**src/rtl/l1d_wb_beat_issuer.sv**
```systemverilog
// L1D writeback beat issuer: takes one line from the writeback FIFO and issues it as an AW phase, W beats, then waits for B.
// Optional error replay (up to 3 retries) is enabled by defining L1D_WB_ERR_RETRY_EN.
module l1d_wb_beat_issuer #(
  parameter int unsigned ADDR_WIDTH = 40,
  parameter int unsigned LINE_WIDTH = 512,
  parameter int unsigned BEAT_WIDTH = 64,
  parameter int unsigned ID_WIDTH   = 4,
  parameter int unsigned BUS_ID     = 0
) (
  input  logic                  clk,
  input  logic                  rst,
  input  logic                  req_vld_i,
  input  logic [ADDR_WIDTH-1:0] req_addr_i,
  input  logic [LINE_WIDTH-1:0] req_data_i,
  output logic                  req_rdy_o,
  input  logic                  flush_i,
  output logic                  aw_vld_o,
  input  logic                  aw_rdy_i,
  output logic [ADDR_WIDTH-1:0] aw_addr_o,
  output logic [ID_WIDTH-1:0]   aw_id_o,
  output logic [7:0]            aw_len_o,
  output logic                  w_vld_o,
  input  logic                  w_rdy_i,
  output logic [BEAT_WIDTH-1:0] w_data_o,
  output logic                  w_last_o,
  input  logic                  b_vld_i,
  output logic                  b_rdy_o,
  input  logic [1:0]            b_resp_i,
  output logic                  busy_o,
  output logic                  err_o
);

  localparam int unsigned BEATS      = LINE_WIDTH / BEAT_WIDTH;
  localparam int unsigned CNT_W      = $clog2(BEATS);
  localparam int unsigned LINE_BYTES = LINE_WIDTH / 8;

  localparam logic [CNT_W-1:0]      LAST_BEAT = CNT_W'(BEATS - 1);
  localparam logic [ADDR_WIDTH-1:0] ADDR_MASK = ~(ADDR_WIDTH'(LINE_BYTES - 1));

  typedef enum logic [1:0] {
    ST_IDLE = 2'd0,
    ST_AW   = 2'd1,
    ST_W    = 2'd2,
    ST_B    = 2'd3
  } state_t;

  state_t                  state_q, state_d;
  logic [CNT_W-1:0]        cnt_q, cnt_d;
  logic                    accept;
  logic                    err_d;
  logic [ADDR_WIDTH-1:0]   addr_q;
  logic [BEAT_WIDTH-1:0]   beats_q [BEATS];

`ifdef L1D_WB_ERR_RETRY_EN
  logic [1:0]              retry_q, retry_d;
`endif

  assign req_rdy_o = (state_q == ST_IDLE) && !flush_i;

  // Address/ID/length are constant or held in the capture register for the whole transaction.
  assign aw_addr_o = addr_q;
  assign aw_id_o   = ID_WIDTH'(BUS_ID);
  assign aw_len_o  = 8'(BEATS - 1);

  // State register
  always_ff @(posedge clk) begin
    if (rst) begin
      state_q <= ST_IDLE;
      cnt_q   <= '0;
`ifdef L1D_WB_ERR_RETRY_EN
      retry_q <= 2'd0;
`endif
    end else begin
      state_q <= state_d;
      cnt_q   <= cnt_d;
`ifdef L1D_WB_ERR_RETRY_EN
      retry_q <= retry_d;
`endif
    end
  end

  // Next-state logic
  always_comb begin
    state_d = state_q;
    cnt_d   = cnt_q;
    accept  = 1'b0;
    err_d   = 1'b0;
`ifdef L1D_WB_ERR_RETRY_EN
    retry_d = retry_q;
`endif
    case (state_q)
      ST_IDLE: begin
        if (req_vld_i && req_rdy_o) begin
          accept  = 1'b1;
          state_d = ST_AW;
`ifdef L1D_WB_ERR_RETRY_EN
          retry_d = 2'd0;
`endif
        end
      end
      ST_AW: begin
        if (aw_rdy_i) begin
          state_d = ST_W;
          cnt_d   = '0;
        end
      end
      ST_W: begin
        if (w_rdy_i) begin
          cnt_d = cnt_q + CNT_W'(1);
          if (cnt_q == LAST_BEAT) begin
            state_d = ST_B;
          end
        end
      end
      ST_B: begin
        if (b_vld_i) begin
          if (b_resp_i == 2'b00) begin
            state_d = ST_IDLE;
          end else begin
`ifdef L1D_WB_ERR_RETRY_EN
            // Replay the held line from beat 0 until three retries are spent.
            if (retry_q != 2'd3) begin
              retry_d = retry_q + 2'd1;
              state_d = ST_AW;
            end else begin
              err_d   = 1'b1;
              state_d = ST_IDLE;
            end
`else
            err_d   = 1'b1;
            state_d = ST_IDLE;
`endif
          end
        end
      end
      default: begin
        state_d = ST_IDLE;
      end
    endcase
  end

  // Bus outputs are registered from the next state so they line up with the state register.
  always_ff @(posedge clk) begin
    if (rst) begin
      aw_vld_o <= 1'b0;
      w_vld_o  <= 1'b0;
      w_last_o <= 1'b0;
      w_data_o <= '0;
      b_rdy_o  <= 1'b0;
      busy_o   <= 1'b0;
      err_o    <= 1'b0;
    end else begin
      aw_vld_o <= (state_d == ST_AW);
      w_vld_o  <= (state_d == ST_W);
      w_last_o <= (state_d == ST_W) && (cnt_d == LAST_BEAT);
      b_rdy_o  <= (state_d == ST_B);
      busy_o   <= (state_d != ST_IDLE);
      err_o    <= err_d;
      if (state_d == ST_W) begin
        w_data_o <= beats_q[cnt_d];
      end
    end
  end

  // Line capture; contents are only meaningful while a request is held.
  always_ff @(posedge clk) begin
    if (accept) begin
      addr_q <= req_addr_i & ADDR_MASK;
      for (int unsigned i = 0; i < BEATS; i++) begin
        beats_q[i] <= req_data_i[i*BEAT_WIDTH +: BEAT_WIDTH];
      end
    end
  end

endmodule

```
**config.mk**
```make
export PLATFORM = sky130hd
export DESIGN_NAME = l1d_wb_beat_issuer
export DESIGN_NICKNAME = d
export VERILOG_FILES = /design/src/rtl/l1d_wb_beat_issuer.sv
export SDC_FILE = /design/constraint.sdc
export NUM_CORES = 1
export LEC_CHECK = 0
export BUFFER_PORTS_ARGS = -buffer_cell sky130_fd_sc_hd__buf_2
export CAP_MARGIN = 20
export CORE_AREA = 2 2 265 267
export CTS_CLUSTER_SIZE = 20
export DETAILED_ROUTE_END_ITERATION = 8
export DIE_AREA = 0 0 267 269
export RECOVER_POWER = 50
export SYNTH_ARGS = -nofsm -noshare
export SYNTH_HDL_FRONTEND = slang
export SYNTH_SLANG_ARGS = --single-unit
```
**constraint.sdc**
```tcl
create_clock -name clk -period 45.8 [get_ports clk]
set_input_delay 9.16 -clock clk [delete_from_list [all_inputs] [get_ports clk]]
set_output_delay 9.16 -clock clk [all_outputs]
set_load 0.005 [all_outputs]
```
==> results_dict.tcl <==
set metrics [dict create \
    num_vias 16412 \
    initial_core_util 0.344 \
    cts_buffers 69 \
    nets 2749 \
    powerDensity_nw_per_um2 42.5 \
    clk_pin_slew_ns 0.06 \
    ys_seq_area_frac 0.750 \
    avgSynthCellArea_um2 15.6 \
    holdPathStages 1 \
    drt_wl_total_um 77300 \
    reg2regPathDepth 6 \
    cp.arrival_ns 9.48 \
    synth_seq_cells 621 \
    critPathMaxStageDelay_ns 0.12 \
    cts_resized 0 \
    timing.setup.tns_ns 0 \
    synthTopCellsByCount "edfxtp_1 (546), a21oi_1 (135), nand3_1 (131), o21ai_0 (129), nand2_1 (88)" \
    drt-pass1-iter-count 5 \
    antenna_found_initial 22 \
    cp-start-kind "primary input" \
    yosysUniqueCellTypes 47 \
    status "complete, but fails checks" \
    io_pins 684 \
    rsz0062_at_grt "no" \
    cts_sinks 621 \
    relSlewSlack -0.470 \
    final_layout_size_suffix_gt1_frac 0.375 \
    hold_buffers 0 \
    ys.flop_type "edfxtp_1" \
    slowest_stage "buf_2" \
    critPathTopFamily "buffers and inverters" \
    viasPerCell 5.14 \
    post_cts_buffers 0 \
    skew_ns 0.0372 \
    critPathCaptureType "primary output" \
    ys_warn_count 0 \
    worstPathRequired_ns 36.64 \
    syn2layout_area_growth_pct 27.0 \
    path_buf_inv 2 \
    synth.top_cell.area_share 0.687 \
    hold_viol 0 \
    grt_start_max_net_pins 85 \
    hp-class "reg2reg" \
    drv_cap 2 \
    cts.path.max_buffers 3 \
    fin_crit_sh 0.407 \
    port_buffers 659 \
    postSynthCellCount 1532 \
    drtAntennaViolNets 0 \
    finalMaxSlewViolations 89 \
    synth_edf_count 546 \
    fin_crit_ns 18.64 \
    first_global_vias 16690 \
    path_cells "clkbuf_1, nor2b_1, buf_2" \
    worst_slew_pin_slew_ns 2.21 \
    core_um2 69300 \
    wl_per_cell_um 24.2 \
    hold-worst-slack_ns 0.462 \
    drtIter0Drc 1393 \
    die_y_um 269 \
    async_flop_share 0 \
    htree_levels 3 \
    worstPathMaxFanout 2 \
    violations "capacitance limit, slew limit" \
    setup_viol 0 \
    design_area_um2 30300 \
    grt_usage 0.207 \
    placed_cell_area_um2 28100 \
    fin_util 0.437 \
    cp_num_cells 3 \
    vdd_drop_max_v 0.0000337 \
    die_area_um2 71800 \
    row_count 97 \
    fmax_mhz 53.7 \
    cts_tree "done" \
    synth_most_common_cell "edfxtp_1" \
    path_class "in2out" \
    root_buffer "clkbuf_16" \
    place.gp.congestion 0.838 \
    synth.area.top_cells "edfxtp_1 (69%), dfxtp_1 (6.3%), a21oi_1 (2.8%)" \
    clk_latency_ns 0.62 \
    dp_hpwl_um 51700 \
    grt_pass1_wl_um 108000 \
    yosys.area.top_type "edfxtp_1" \
    power.leakage_nw 11.7 \
    grt_overflow 0 \
    chipWidth_um 267 \
    syn_area_um2 23900 \
    n_fill_cell 6253 \
    drc 0 \
]
flip-flops by register name (all words and copies together), names as in the netlist:
signal,count
b_rdy_o,1
beats_q,512
w_last_o,1
w_vld_o,1
w_data_o,64
busy_o,1
err_o,1
cnt_q,3
state_q,2
aw_vld_o,1
aw_addr_o,34
path summary, 6_finish.rpt:
check,start,end,slack (ns)
worst max-delay path,flush_i,req_rdy_o,27.16
worst max register to register,state_q[1],beats_q[4][25],40.20
worst min register to register,w_data_o[24],w_data_o[24],0.46
worst min-delay path,w_data_o[24],w_data_o[24],0.46
report_power, final:
part	internal, mW	switching [mW]
Clock	0.322	0.234
Combinational	0.0279	0.0394
Sequential	0.656	0.00850
Total	1.01	0.282
layout by cell type, fill, tap and decap left out, drive strengths merged, types with 7 or more instances in the layout:
cell type	Yosys	routed
buf	52	640
edfxtp	546	546
clkbuf	78	142
a21oi	135	135
o21ai	133	133
nand3	131	131
nand2	88	88
dfxtp	75	75
o2bb2ai	43	43
a32oi	43	43
mux2	43	43
a2111oi	43	43
mux2i	42	42
clkinv	0	25
a32o	22	22
conb	2	18
nor2	16	16
diode	0	14
inv	6	10
ha	7	7
cell type report:
class	instances	area, µm²	share of cell area
flip-flops and latches	621	17900	0.591
multi-input cells	791	5410	0.179
clock inverters	36	363	0.0120
well taps	940	1180	0.0388
repair buffers	692	3480	0.115
inverters	6	22.5	0.000743
clock buffers	90	1920	0.0633
diodes	14	35.0	0.00116
cell families after synthesis:
kind of cell	count (synthesis)	share of synthesized area
adder cells (fa/ha/maj)	7	0.00367
AO/OA/AOI/OAI	429	0.124
buffers and inverters	136	0.0298
flip-flops	621	0.750
other	2	0.000315
AND/OR/NAND/NOR	252	0.0496
multiplexers	85	0.0422
through the flow:
step | worst slack, ns | power [mW] | cells
after CTS | 27.16 | 1.30 | 3176
after global routing | 27.13 | 1.33 | 3186
after detailed placement | 27.16 | 0.745 | 3050
after global placement | 27.16 | 0.742 | 3050
final | 27.16 | 1.29 | 3190
after floorplan | 22.48 | 0.725 | 1548
worst reg2reg max path, delay by kind of cell (launching register included):
family        cells  cell delay (ns)
buf+inv           4             3.11
simple gates      1             1.45
flops             1             0.35
fa+ha+maj         1             0.26
metal layers:
| metal | global-route usage | routed length [µm] |
|---|---|---|
| met1 | 0.236 | 29000 |
| met2 | 0.369 | 39500 |
| met3 | 0.0538 | 6140 |
| met4 | 0.0831 | 2590 |
| met5 | 0 | 129 |
(Power assumes the default switching activity.)
